==> config.mk <==
export PLATFORM = sky130hd
export DESIGN_NAME = booth_r4_seq_mult
export DESIGN_NICKNAME = d
export VERILOG_FILES = /design/src/rtl/booth_r4_seq_mult.sv
export SDC_FILE = /design/constraint.sdc
export NUM_CORES = 1
export LEC_CHECK = 0
export ABC_AREA = 1
export CORE_ASPECT_RATIO = 1.4
export CORE_MARGIN = 3
export CORE_UTILIZATION = 50
export CTS_CLUSTER_DIAMETER = 60
export DETAILED_ROUTE_END_ITERATION = 8
export GPL_ROUTABILITY_DRIVEN = 0
export PLACE_DENSITY_LB_ADDON = 0.05
export SLEW_MARGIN = 20
export SYNTH_ARGS = -nofsm -noshare
export SYNTH_HDL_FRONTEND = slang
export SYNTH_SLANG_ARGS = --single-unit
==> constraint.sdc <==
create_clock -name clk -period 9.15 [get_ports clk]
set_input_delay 0.915 -clock clk [delete_from_list [all_inputs] [get_ports clk]]
set_output_delay 0.915 -clock clk [all_outputs]
set_load 0.005 [all_outputs]
==> src/rtl/booth_r4_seq_mult.sv <==
// Iterative radix-4 Booth multiplier: one Booth digit retired per clock into a
// wide accumulator, signed/unsigned selected per operation, valid/ready on both sides.
module booth_r4_seq_mult #(
    parameter int unsigned WIDTH = 16
) (
    input  logic               clk,
    input  logic               rst,
    input  logic               in_valid,
    output logic               in_ready,
    input  logic               signed_i,
    input  logic [WIDTH-1:0]   a_i,
    input  logic [WIDTH-1:0]   b_i,
    output logic               out_valid,
    input  logic               out_ready,
    output logic [2*WIDTH-1:0] product_o,
    output logic               busy_o
);

    localparam int unsigned AW     = 2*WIDTH + 4;
    localparam int unsigned BW     = WIDTH + 3;
    localparam int unsigned ND_MAX = WIDTH/2 + 1;
    localparam int unsigned CW     = $clog2(ND_MAX + 1);

    typedef enum logic [1:0] {
        IDLE = 2'd0,
        RUN  = 2'd1,
        DONE = 2'd2
    } state_t;

    state_t        state, state_nx;
    logic [AW-1:0] acc, acc_nx, a_sh, a_ext_c, pp;
    logic [BW-1:0] b_sh, b_ext_c;
    logic [CW-1:0] cnt, last_idx;
    logic          neg, accept, last_digit;

    // Next state, operand extension and the Booth partial product for the current digit
    always_comb begin
        state_nx   = state;
        pp         = '0;
        neg        = 1'b0;
        accept     = (state == IDLE) && in_valid && in_ready;
        last_digit = (cnt == last_idx);
        a_ext_c    = {{(AW-WIDTH){signed_i & a_i[WIDTH-1]}}, a_i};
        b_ext_c    = {{2{signed_i & b_i[WIDTH-1]}}, b_i, 1'b0};

        case (b_sh[2:0])
            3'b001, 3'b010: pp = a_sh;
            3'b011:         pp = a_sh << 1;
            3'b100: begin
                pp  = ~(a_sh << 1);
                neg = 1'b1;
            end
            3'b101, 3'b110: begin
                pp  = ~a_sh;
                neg = 1'b1;
            end
            default:        pp = '0;
        endcase

        // negation completes through the carry-in of the same add
        acc_nx = acc + pp + AW'(neg);

        case (state)
            IDLE:    if (accept)     state_nx = RUN;
            RUN:     if (last_digit) state_nx = DONE;
            DONE:    if (out_ready)  state_nx = IDLE;
            default:                 state_nx = IDLE;
        endcase
    end

    // State, datapath and registered handshake outputs
    always_ff @(posedge clk or posedge rst) begin
        if (rst) begin
            state     <= IDLE;
            acc       <= '0;
            a_sh      <= '0;
            b_sh      <= '0;
            cnt       <= '0;
            last_idx  <= '0;
            product_o <= '0;
            out_valid <= 1'b0;
            in_ready  <= 1'b0;
            busy_o    <= 1'b0;
        end else begin
            state    <= state_nx;
            in_ready <= (state_nx == IDLE);
            busy_o   <= (state_nx != IDLE);

            case (state)
                IDLE: begin
                    if (accept) begin
                        a_sh     <= a_ext_c;
                        b_sh     <= b_ext_c;
                        acc      <= '0;
                        cnt      <= '0;
                        // unsigned needs one extra digit to absorb the multiplier MSB
                        last_idx <= signed_i ? CW'(WIDTH/2 - 1) : CW'(WIDTH/2);
                    end
                end
                RUN: begin
                    acc  <= acc_nx;
                    a_sh <= a_sh << 2;
                    b_sh <= b_sh >> 2;
                    cnt  <= cnt + CW'(1);
                    if (last_digit) begin
                        product_o <= acc_nx[2*WIDTH-1:0];
                        out_valid <= 1'b1;
                    end
                end
                DONE: begin
                    if (out_ready) out_valid <= 1'b0;
                end
                default: ;
            endcase
        end
    end

endmodule

Word-level counts from Yosys, hierarchy flattened
Index checks and enable logic that the tools add are counted.
{"block": "word_totals", "register_bits": 136, "inputBits": 37, "output_inout_bits": 35, "word_cells": 61}
{"block": "classes", "n_addsub": 3, "n_eq_ne": 12, "muxes": 18, "bitwise": 4, "n_reduce_logical": 14}
{"operator": "$pmux 36 s2", "count": 2}
{"operator": "$pmux 36 s4", "count": 1}
{"operator": "$mux 36", "count": 2}
{"operator": "$not 36->36", "count": 2}
{"operator": "$pmux 19 s2", "count": 1}
{"operator": "$add 36x1->36", "count": 1}
{"operator": "$add 36x36->36", "count": 1}
{"operator": "$mux 19", "count": 1}
{"operator": "$eq 3x3->1 const B", "count": 3}
{"operator": "$mux 4", "count": 2}
{"operator": "$pmux 4 s2", "count": 1}
{"operator": "$eq 3x2->1 const B", "count": 2}
{"operator": "$mux 2", "count": 3}
{"operator": "$ne 2x2->1 const B", "count": 3}
{"operator": "$pmux 2 s3", "count": 1}
{"operator": "$reduce_and 2->1", "count": 3}
{"operator": "$reduce_bool 2->1", "count": 3}
{"operator": "$add 4x1->4 const B", "count": 1}
{"operator": "$eq 4x4->1", "count": 1}
{"operator": "$logic_not 2->1", "count": 2}
{"operator": "$reduce_or 2->1", "count": 2}
{"operator": "$eq 3x1->1 const B", "count": 1}
{"operator": "$mux 1", "count": 3}
{"operator": "$reduce_and 3->1", "count": 1}
{"operator": "other kinds (6)", "count": 8}

Logic depth before layout (Yosys ltp)
Gate-level depths: netlist of run 1.
{"block": "logic_depth", "depth_word": 6, "ltp_mapped": 21, "mapped_depth_nobuf": 21}

Worst setup path before layout of run 1
OpenSTA, ideal clock, no wires.
{"block": "synth_timing", "path_type": "register to register", "start": "reg b_sh[0]", "end": "reg acc[22]", "setup_ps": 117, "t_arrival_ps": 2718, "required_ps": 9033, "slack_ps": 6314, "path_stages_with_launch": 21, "path_buffers": 0, "synth_period_minus_slack_ps": 2836, "cell_sequence": "dfrtp_1 nand2_1 nand2_1 nor2_1 inv_1 o21ai_0 a21oi_1 fa_1 fa_1 inv_1 nand3_1 nand2_1 nand2_1 nand2_1 nand2_1 nand2_1 nand2_1 nand2_1 nand2_1 nand3_1 nand2_1"}
{"block": "synth_via", "elab_chain_len": 6, "word_cells_on_any_way": 14, "cone_classes": "add/sub: 2; eq/ne: 6; mux: 3; reduce/logical: 3"}
{"item": "from (decl)", "line": "32", "rtl": "logic [BW-1:0] b_sh, b_ext_c;"}
{"item": "from (signal assigned)", "line": "93", "rtl": "b_sh <= b_ext_c;"}
{"item": "from (signal assigned)", "line": "103", "rtl": "b_sh <= b_sh >> 2;"}
{"item": "$eq 3x3->1 (tied with other cells)", "line": "46", "rtl": "case (b_sh[2:0])"}
{"item": "$reduce_or 2->1", "line": "46"}
{"item": "$pmux 36 s4", "line": "46"}
{"item": "$add 36x36->36", "line": "61", "rtl": "acc_nx = acc + pp + AW'(neg);"}
{"item": "$add 36x1->36 (*)", "line": "61"}
{"item": "$pmux 36 s2 (*)", "line": "89", "rtl": "case (state)"}
{"item": "to (signal assigned)", "line": "101", "rtl": "acc <= acc_nx;"}
{"item": "to (decl)", "line": "31", "rtl": "logic [AW-1:0] acc, acc_nx, a_sh, a_ext_c, pp;"}
Mark *: on every way between the ends. The rest lies on a longest branch, timed or not.
A chain may end at the register's enable or synchronous reset.

Worst setup path in the final report of run 1
Same ends and word-level chain as after synthesis.

==> results.yml, run 1 <==
synth:
  synth-edff-count: 0
  ys_top_cells_by_count: "nand2_1, inv_1, dfrtp_1"
  yosysTopAreaCellShare_pct: 39.6
  synth_area_leaders: "dfrtp_1, nand2_1, inv_1"
  syn_nets: 1186
  synth_top_cell_by_area: "dfrtp_1"
  synth_seq_area_share_pct: 39.6
  avgSynthCellArea_sq_um: 7.08
  synth_flop_cell: "dfrtp_1"
  synth_warnings: 0
  yosysMostFrequentCell: "nand2_1"
  async_flop_share_pct: 100
  netlist_area_sq_mm: 0.00790
  synth_cell_types: 34
  ys_ff_latch: 125
  synthCells: 1116
critical_path:
  cp.arrival_ps: 3920
  crit_path_max_fanout: 19
  crit_top_cell: "nand2_1"
  crit_slowest_cell: "fa_1"
  slowest_delay_ps: 450
  critical-path-top-delay-family: "simple AND/OR/NAND/NOR gates"
  r2r-end: "acc[22]$_DFFE_PP0P_"
  required_ps: 9470
  startpoint: "b_sh[0]$_DFFE_PP0P_"
  crit_type: "flip-flop to flip-flop"
  crit_chain: "nand2_1 -> nand2_1 -> nor2_1 -> buf_4 -> inv_1 -> o21ai_0 -> a21oi_1 -> fa_1 -> fa_1 -> inv_1 -> nand3_1 -> nand2_1 -> nand2_1 -> nand2_1 -> nand2_1 -> nand2_1 -> nand2_1 -> nand2_1 -> nand2_1 -> nand3_1 -> nand2_1"
  r2r_setup_slack_ps: 5550
  rr_worst_depth: 21
  critPathLaunchType: "flip-flop"
  endpoint_kind: "flip-flop"
  path_depth: 21
  r2r-start: "b_sh[0]$_DFFE_PP0P_"
  endpoint: "acc[22]$_DFFE_PP0P_"
  cp_num_buf_inv: 3
routing:
  drcViolationCount: 0
  drt_iter0_drc: 459
  drt_first_pass_iters: 5
  wl_per_cell_microns: 15.2
  ant_nets: 0
  dr_total_vias: 7368
  drt-total-wl_mm: 21.0
  viasPerCell: 5.34
clock_network:
  clk_transition_reported_paths_ps: 60
  insertion_delay_ps: 430
  cts_setup_buffers: 0
  cts_max_level: 4
  post_cts_resized: 0
  clock_sinks: 125
  hold_buffers: 0
  clockBufferDepth: 2
  clockRootBuffer: "clkbuf_16"
  cts_tree: "yes"
  cts_buffers: 17
die:
  core_area_sq_mm: 0.0153
  io_pins: 72
  die_h_microns: 155
  die_w_microns: 112
  design.die.area_sq_mm: 0.0174
  start_util_pct: 51.8
  row_count: 53
grt:
  grt_pass1_vias: 7250
  grt_max_degree: 80
  antenna_found_initial: 0
  grt_pass1_wl_mm: 35.3
  grtUsageTotal_pct: 25.3
  gr-total-overflow: 0
final_layout:
  multi_input_area_sq_mm: 0.00401
  layout.nets: 1247
  diodes: 0
  fill_cells: 1440
  area_growth_pct: 18.4
  regArea_sq_mm: 0.00313
  drive_gt1_share_pct: 4.12
timing:
  setup_viol: 0
  fin_skew_ps: 13.2
  max_freq_ghz: 0.278
  max_slew_margin_pct: 51.0
  rsz0062_at_grt: "false"
  slew_violations: 0
  post-route-min-period_ps: 3600
  fin_tns_setup_ps: 0
  worstMarginPinSlew_ps: 734
  hold_viol: 0
  fin_crit_sh_pct: 39.4
worst_hold_path:
  min_path_type: "flip-flop to flip-flop"
placement:
  hpwl_mm: 15.3
  portBuffers: 71
outcome:
  status: "finished, final reports clean"
flow_run:
  drv_cap: 0
[worst reg2reg max path, cell delays in order, from the launching register on]
cell     delay [ps]
dfrtp_1         400
nand2_1         130
nand2_1         130
nor2_1          110
buf_4           190
inv_1           250
o21ai_0         220
a21oi_1          80
fa_1            450
fa_1            420
inv_1           100
nand3_1          70
nand2_1         160
nand2_1          70
nand2_1         100
nand2_1          60
nand2_1         170
nand2_1         100
nand2_1          70
nand2_1          60
nand3_1          70
nand2_1          60
[stage by stage]
| step | cell area (sq um) | util, % | worst slack [ps] | cells | hold WS [ps] |
|---|---|---|---|---|---|
| final | 9350 | 61.3 | 5550 | 1381 | 467 |
| after global routing | 9350 | 61.3 | 5220 | 1381 | 491 |
| after CTS | 9350 | 61.3 | 5550 | 1381 | 472 |
| after detailed placement | 8730 | 57.2 | 5570 | 1350 | 459 |
| after global placement | 8730 | 57.2 | 5630 | 1350 | 454 |
| after floorplan | 7900 | - | 4910 | 1116 | 452 |
[cells by family (layout without fill, tap and decap cells)]
kind of cell	after synthesis	after routing	share of synthesized area (%)
AOI/OAI and AO/OA	156	156	13.2
buffers and inverters	191	264	9.71
and+or+nand+nor	596	596	30.4
adders and majority gates	33	33	5.42
DFF	125	125	39.6
xor gates and xnor gates	15	15	1.66
[area by class of cell]
class | count | share of cell area (%)
sequential | 125 | 33.4
timing repair buffer | 80 | 8.36
tap | 192 | 2.57
clock inverter | 9 | 1.43
multi-input combinational | 800 | 42.8
clock buffer | 22 | 5.18
inverter | 153 | 6.17
[sequential cells by signal (all words and copies together) (netlist names)]
register / flops
busy_o: 1
product_o: 32
a_sh: 32
out_valid: 1
acc: 32
cnt: 4
b_sh: 18
in_ready: 1
last_idx: 2
state: 2
[placed cells by master (no fill, tap or decap), drive strengths merged]
cell,count
nand3b,7
clkbuf,22
a21o,1
a32o,1
ha,31
nand2,403
dfrtp,125
buf,9
o21bai,3
fa,2
clkdlybuf4s50,71
and2,2
xor2,11
a22o,7
nor3,7
a22oi,8
nand4,3
clkinvlp,4
o22ai,16
o221ai,16
a221oi,29
bufinv,3
nand3,71
o211ai,5
a21oi,23
inv,154
o21ai,47
xnor2,4
clkinv,1
nor2,103
[metal layers]
| layer | share of wire [%] | GRT usage, % | vias to the layer above | wire length (microns) |
|---|---|---|---|---|
| met5 | 0 | 0 | - | 0 |
| met4 | 2.7 | 9.56 | 0 | 563 |
| met1 | 43 | 30.9 | 3420 | 8990 |
| li1 | - | - | 3729 | - |
| met2 | 51 | 44.2 | 185 | 10600 |
| met3 | 3.9 | 4.62 | 34 | 817 |
[worst min path at each step]
stage                             start                       end  slack [ps]  cells past startpoint
5_1_grt        product_o[6]$_DFFE_PP0P_  product_o[6]$_DFFE_PP0P_         490                      2
3_3_place_gp   product_o[2]$_DFFE_PP0P_  product_o[2]$_DFFE_PP0P_         450                      2
6_report       product_o[2]$_DFFE_PP0P_  product_o[2]$_DFFE_PP0P_         470                      2
4_1_cts        product_o[6]$_DFFE_PP0P_  product_o[6]$_DFFE_PP0P_         470                      2
2_1_floorplan      b_sh[15]$_DFFE_PP0P_      b_sh[15]$_DFFE_PP0P_         450                      2
3_5_place_dp   product_o[6]$_DFFE_PP0P_  product_o[6]$_DFFE_PP0P_         460                      2
Power of run 1 is left out: the tool's default activity adds up to more than one toggle a clock period on the data nets, which glitch-free logic cannot reach.
==> inputs of run 2 (changes only) <==
==> constraint.sdc (replaced) <==
create_clock -name clk -period 3.2 [get_ports clk]
set_input_delay 0.32 -clock clk [delete_from_list [all_inputs] [get_ports clk]]
set_output_delay 0.32 -clock clk [all_outputs]
set_load 0.005 [all_outputs]
==> run 2 against run 1 <==
Compared with the run above:
- die area is the same
- first-iteration DRC count up 20%
- cell area grew 2.5%
- global-route usage is 0.64 points higher
- core utilization rose by 1.5 points
- via count rose by 2.3%
- critical path depth fell by 5
==> results.yml, run 2 (synthesized netlist as in run 1, its figures left out) <==
grt:
  grtUsageTotal_pct: 25.9
  grt_pass1_vias: 7292
  grt_pass1_wl_mm: 36.0
  gr-total-overflow: 0
  antenna_found_initial: 0
  grt_max_degree: 70
timing:
  fin_skew_ps: 9.85
  worstMarginPinSlew_ps: 756
  post-route-min-period_ps: 3030
  max_freq_ghz: 0.330
  hold_viol: 0
  whs_ps: 255
  fin_ws_ps: 170
  setup_viol: 0
  rsz0062_at_grt: "true"
  fin_crit_sh_pct: 94.7
  slew_violations: 0
  max_slew_margin_pct: 49.6
final_layout:
  layout.nets: 1267
  reg_top3: "a_sh x32, acc x32, product_o x32"
  mostFrequentLayoutCells: "nand2_1, inv_1, dfrtp_1"
  area_growth_pct: 21.4
  diodes: 0
  drive_gt1_share_pct: 7.19
  final_cell_count_no_fill: 1402
  fill_cells: 1447
  final_common_cell: "nand2_1"
clock_network:
  cts_max_level: 4
  cts_tree: "yes"
  clock_sinks: 125
  cts_buffers: 17
  clk_transition_reported_paths_ps: 60
  clockRootBuffer: "clkbuf_16"
  clockBufferDepth: 2
  insertion_delay_ps: 430
routing:
  drt-total-wl_mm: 21.7
  dr_total_vias: 7539
  drt-met1-wl_mm: 9.24
  wl_met3_microns: 947
  routed.top_layer: "met4"
  viasPerCell: 5.38
  drt_first_pass_iters: 6
  ant_nets: 0
  met2_length_mm: 10.8
  drt_iter0_drc: 550
  drcViolationCount: 0
  wl_per_cell_microns: 15.5
die:
  die_h_microns: 155
  design.die.area_sq_mm: 0.0174
  die_w_microns: 112
  core_area_sq_mm: 0.0153
  start_util_pct: 51.8
  row_count: 53
  io_pins: 72
critical_path:
  critical-path-top-delay-family: "compound AO/OA/AOI/OAI gates"
  crit_path_max_fanout: 30
  crit_type: "flip-flop to flip-flop"
  crit_chain: "buf_4 -> nand2_1 -> buf_12 -> nor2_1 -> a221oi_1 -> o21ai_0 -> ha_1 -> nand2_1 -> inv_1 -> a21oi_1 -> buf_4 -> o21bai_1 -> nand2_1 -> nand4_1 -> nand3_1 -> nand2_1"
  crit_slowest_cell: "dfrtp_1"
  required_ps: 3510
  cp.arrival_ps: 3340
  endpoint_kind: "flip-flop"
  cp_num_buf_inv: 4
  crit_top_cell: "nand2_1"
  slowest_delay_ps: 410
  critPathLaunchType: "flip-flop"
placement:
  portBuffers: 71
  post-place-cells: 1361
  pre_cts_ws_ps: 92.6
  hpwl_mm: 15.5
worst_hold_path:
  min_path_type: "primary input to asynchronous set/reset pin"
outcome:
  status: "finished, final reports clean"
flow_run:
  drv_cap: 0
-- run 2: changes by cell type in the layout (fill, tap and decap cells not counted), sizes merged --
cell,change
clkinvlp,-3
buf,+20
clkbuf,-4
clkinv,+3
inv,+5
-- run 2: path summary, 6_finish.rpt --
check,from,cells past startpoint,endpoint,slack [ps]
setup / recovery,b_sh[2]$_DFFE_PP0P_,16,acc[24]$_DFFE_PP0P_,170
min in group clk,a_i[7],3,a_sh[7]$_DFFE_PP0P_,460
max in group asynchronous,rst,3,a_sh[18]$_DFFE_PP0P_,2250
hold reg to reg,product_o[2]$_DFFE_PP0P_,2,product_o[2]$_DFFE_PP0P_,470
hold / removal,rst,2,product_o[13]$_DFFE_PP0P_,260
setup reg to reg,b_sh[2]$_DFFE_PP0P_,16,acc[24]$_DFFE_PP0P_,170
-- run 2: routing by layer --
layer | GRT usage [%] | up-vias
met5 | 0 | -
met4 | 9.16 | 0
met3 | 4.11 | 48
met2 | 44.9 | 219
met1 | 32.8 | 3503
li1 | - | 3769
-- run 2: metrics by stage --
stage | setup TNS (ps) | area (sq um) | utilization (%)
5_1_grt | -17.5 | 9590 | 62.9
3_3_place_gp | 0 | 8850 | 58.0
6_report | 0 | 9590 | 62.9
3_5_place_dp | 0 | 8850 | 58.0
2_1_floorplan | 0 | 7900 | -
4_1_cts | 0 | 9460 | 62.0
-- run 2: layout make-up --
cell class,instances,area (sq um),area share [%]
Clock buffer,18,429,4.48
Multi-Input combinational cell,800,4070,42.4
Timing Repair Buffer,100,966,10.1
Inverter,153,578,6.03
Tap cell,192,240,2.51
Clock inverter,14,179,1.87
Sequential cell,125,3130,32.6
-- run 2: timing repair --
item                                    in CTS  in global routing
endpoints found under the setup margin       0                 41
hold buffers                                 0                  0
setup buffers                                0                  9
gates resized for setup                      0                 25
-- run 2: worst register-to-register path, delay by kind of cell, from the launching register on --
family / cells / cell delay [ps]
buf+inv: 4 / 590
simple gates: 7 / 760
fa+ha+maj: 1 / 380
flops: 1 / 410
compound gates: 4 / 770
Power of run 2 is left out for the same reason.
==> inputs of run 3 (changes only) <==
--- a/config.mk
+++ b/config.mk
@@ -8,7 +8,7 @@
 export ABC_AREA = 1
 export CORE_ASPECT_RATIO = 1.4
 export CORE_MARGIN = 3
-export CORE_UTILIZATION = 50
+export CORE_UTILIZATION = 53
 export CTS_CLUSTER_DIAMETER = 60
 export DETAILED_ROUTE_END_ITERATION = 8
 export GPL_ROUTABILITY_DRIVEN = 0
==> run 3 against run 2 <==
Compared with the run above:
- first-iteration DRC count down 14%
- largest cell class unchanged
- maximum frequency up 0.34%
- critical path depth unchanged
- global-route usage up 2.3 points
==> results.yml, run 3 (synthesized netlist as in run 1, its figures left out) <==
outcome:
  status: "finished, final reports clean"
critical_path:
  r2r-start: "b_sh[1]$_DFFE_PP0P_"
  crit_type: "flip-flop to flip-flop"
  r2r-end: "product_o[23]$_DFFE_PP0P_"
  endpoint_kind: "flip-flop"
  required_ps: 3510
  r2r_setup_slack_ps: 180
  rr_worst_depth: 16
  crit_path_max_fanout: 12
  critPathLaunchType: "flip-flop"
  cp.arrival_ps: 3330
routing:
  ant_nets: 0
  drcViolationCount: 0
  drt_iter0_drc: 475
  drt_first_pass_iters: 6
  dr_total_vias: 7596
  viasPerCell: 5.47
  drt-total-wl_mm: 21.6
  wl_per_cell_microns: 15.6
die:
  start_util_pct: 54.4
  row_count: 52
  design.die.area_sq_mm: 0.0164
  core_area_sq_mm: 0.0145
  io_pins: 72
  die_h_microns: 150
  die_w_microns: 109
placement:
  dpl_cell_area_sq_mm: 0.00879
  hpwl_mm: 15.4
  portBuffers: 71
grt:
  use_met1_pct: 35.0
  grt_pass1_vias: 7380
  grt_max_degree: 126
  grt-busiest-layer: "met2"
  met3_usage_pct: 4.72
  grt_use_met2_pct: 47.8
  gr-total-overflow: 0
  grtUsageTotal_pct: 28.2
  antenna_found_initial: 0
  grt_pass1_wl_mm: 36.0
worst_hold_path:
  min_path_type: "primary input to asynchronous set/reset pin"
clock_network:
  insertion_delay_ps: 430
  clk_transition_reported_paths_ps: 60
  cts_buffers: 17
  clockRootBuffer: "clkbuf_16"
  cts_max_level: 4
  cts_tree: "yes"
  clockBufferDepth: 2
  clock_sinks: 125
timing:
  worstMarginPinSlew_ps: 752
  hold_viol: 0
  post-route-min-period_ps: 3020
  max_slew_margin_pct: 49.8
  rsz0062_at_grt: "true"
  fin_tns_setup_ps: 0
  slew_violations: 0
  fin_skew_ps: 11.3
  max_freq_ghz: 0.331
  setup_viol: 0
  fin_crit_sh_pct: 94.4
flow_run:
  drv_cap: 0
final_layout:
  reg_top3: "a_sh x32, acc x32, product_o x32"
  utilization_pct: 65.6
  mostFrequentLayoutCells: "nand2_1, inv_1, dfrtp_1"
  drive_gt1_share_pct: 6.17
  area_growth_pct: 20.5
  layout.nets: 1257
  diodes: 0
  final_area_sq_mm: 0.00951
  final_common_cell: "nand2_1"
[run 3: stage by stage]
| stage | instances | worst slack, ps | hold slack [ps] |
|---|---|---|---|
| after floorplan | 1116 | 364 | 427 |
| after global placement | 1352 | 146 | 453 |
| after detailed placement | 1352 | 5.12 | 458 |
| after CTS | 1383 | 55.9 | 455 |
| after global routing | 1388 | -80.8 | 478 |
| final | 1388 | 181 | 440 |
[run 3: worst max path at each step]
stage	start	endpoint	cells after the start
5_1_grt	b_sh[0]$_DFFE_PP0P_	acc[22]$_DFFE_PP0P_	20
4_1_cts	b_sh[0]$_DFFE_PP0P_	acc[30]$_DFFE_PP0P_	20
3_5_place_dp	b_sh[0]$_DFFE_PP0P_	acc[22]$_DFFE_PP0P_	20
2_1_floorplan	b_sh[0]$_DFFE_PP0P_	acc[22]$_DFFE_PP0P_	20
6_report	b_sh[1]$_DFFE_PP0P_	product_o[23]$_DFFE_PP0P_	16
3_3_place_gp	b_sh[0]$_DFFE_PP0P_	product_o[30]$_DFFE_PP0P_	20
[run 3: cell type report]
type                    count  area (sq um)
fillers                  1337          4990
multi-input cells         800          4050
flip-flops and latches    125          3130
repair buffers             90           886
inverters                 153           578
clock buffers              21           470
well taps                 189           236
clock inverters            10           163
[run 3: what timing repair did]
action                     CTS  global route
gates resized for setup      1            23
pin swaps                    0             6
setup endpoints to repair    4            40
setup buffers                0             5
hold buffers                 0             0
[run 3: worst max-delay path, cell delays in order, from the launching register on]
cell      delay [ps]
dfrtp_1          410
nor2_1           270
nor2_2           100
buf_4            200
a221oi_1         220
o21ai_0          230
ha_1             420
nand2_1          130
nor2_2           210
and2_1           150
nand2_1           70
nand2_2          130
nand2_1           90
nand2_1           60
nand2_1           60
nand3_1          100
nand2_1           60
[run 3: routing by layer]
metal	part of all wire [%]	wire length [microns]	vias up
li1	-	-	3750
met1	41	8940	3558
met2	50	10700	241
met3	5.4	1170	47
met4	3.4	743	0
met5	0	0	-
Power of run 3 is left out for the same reason.
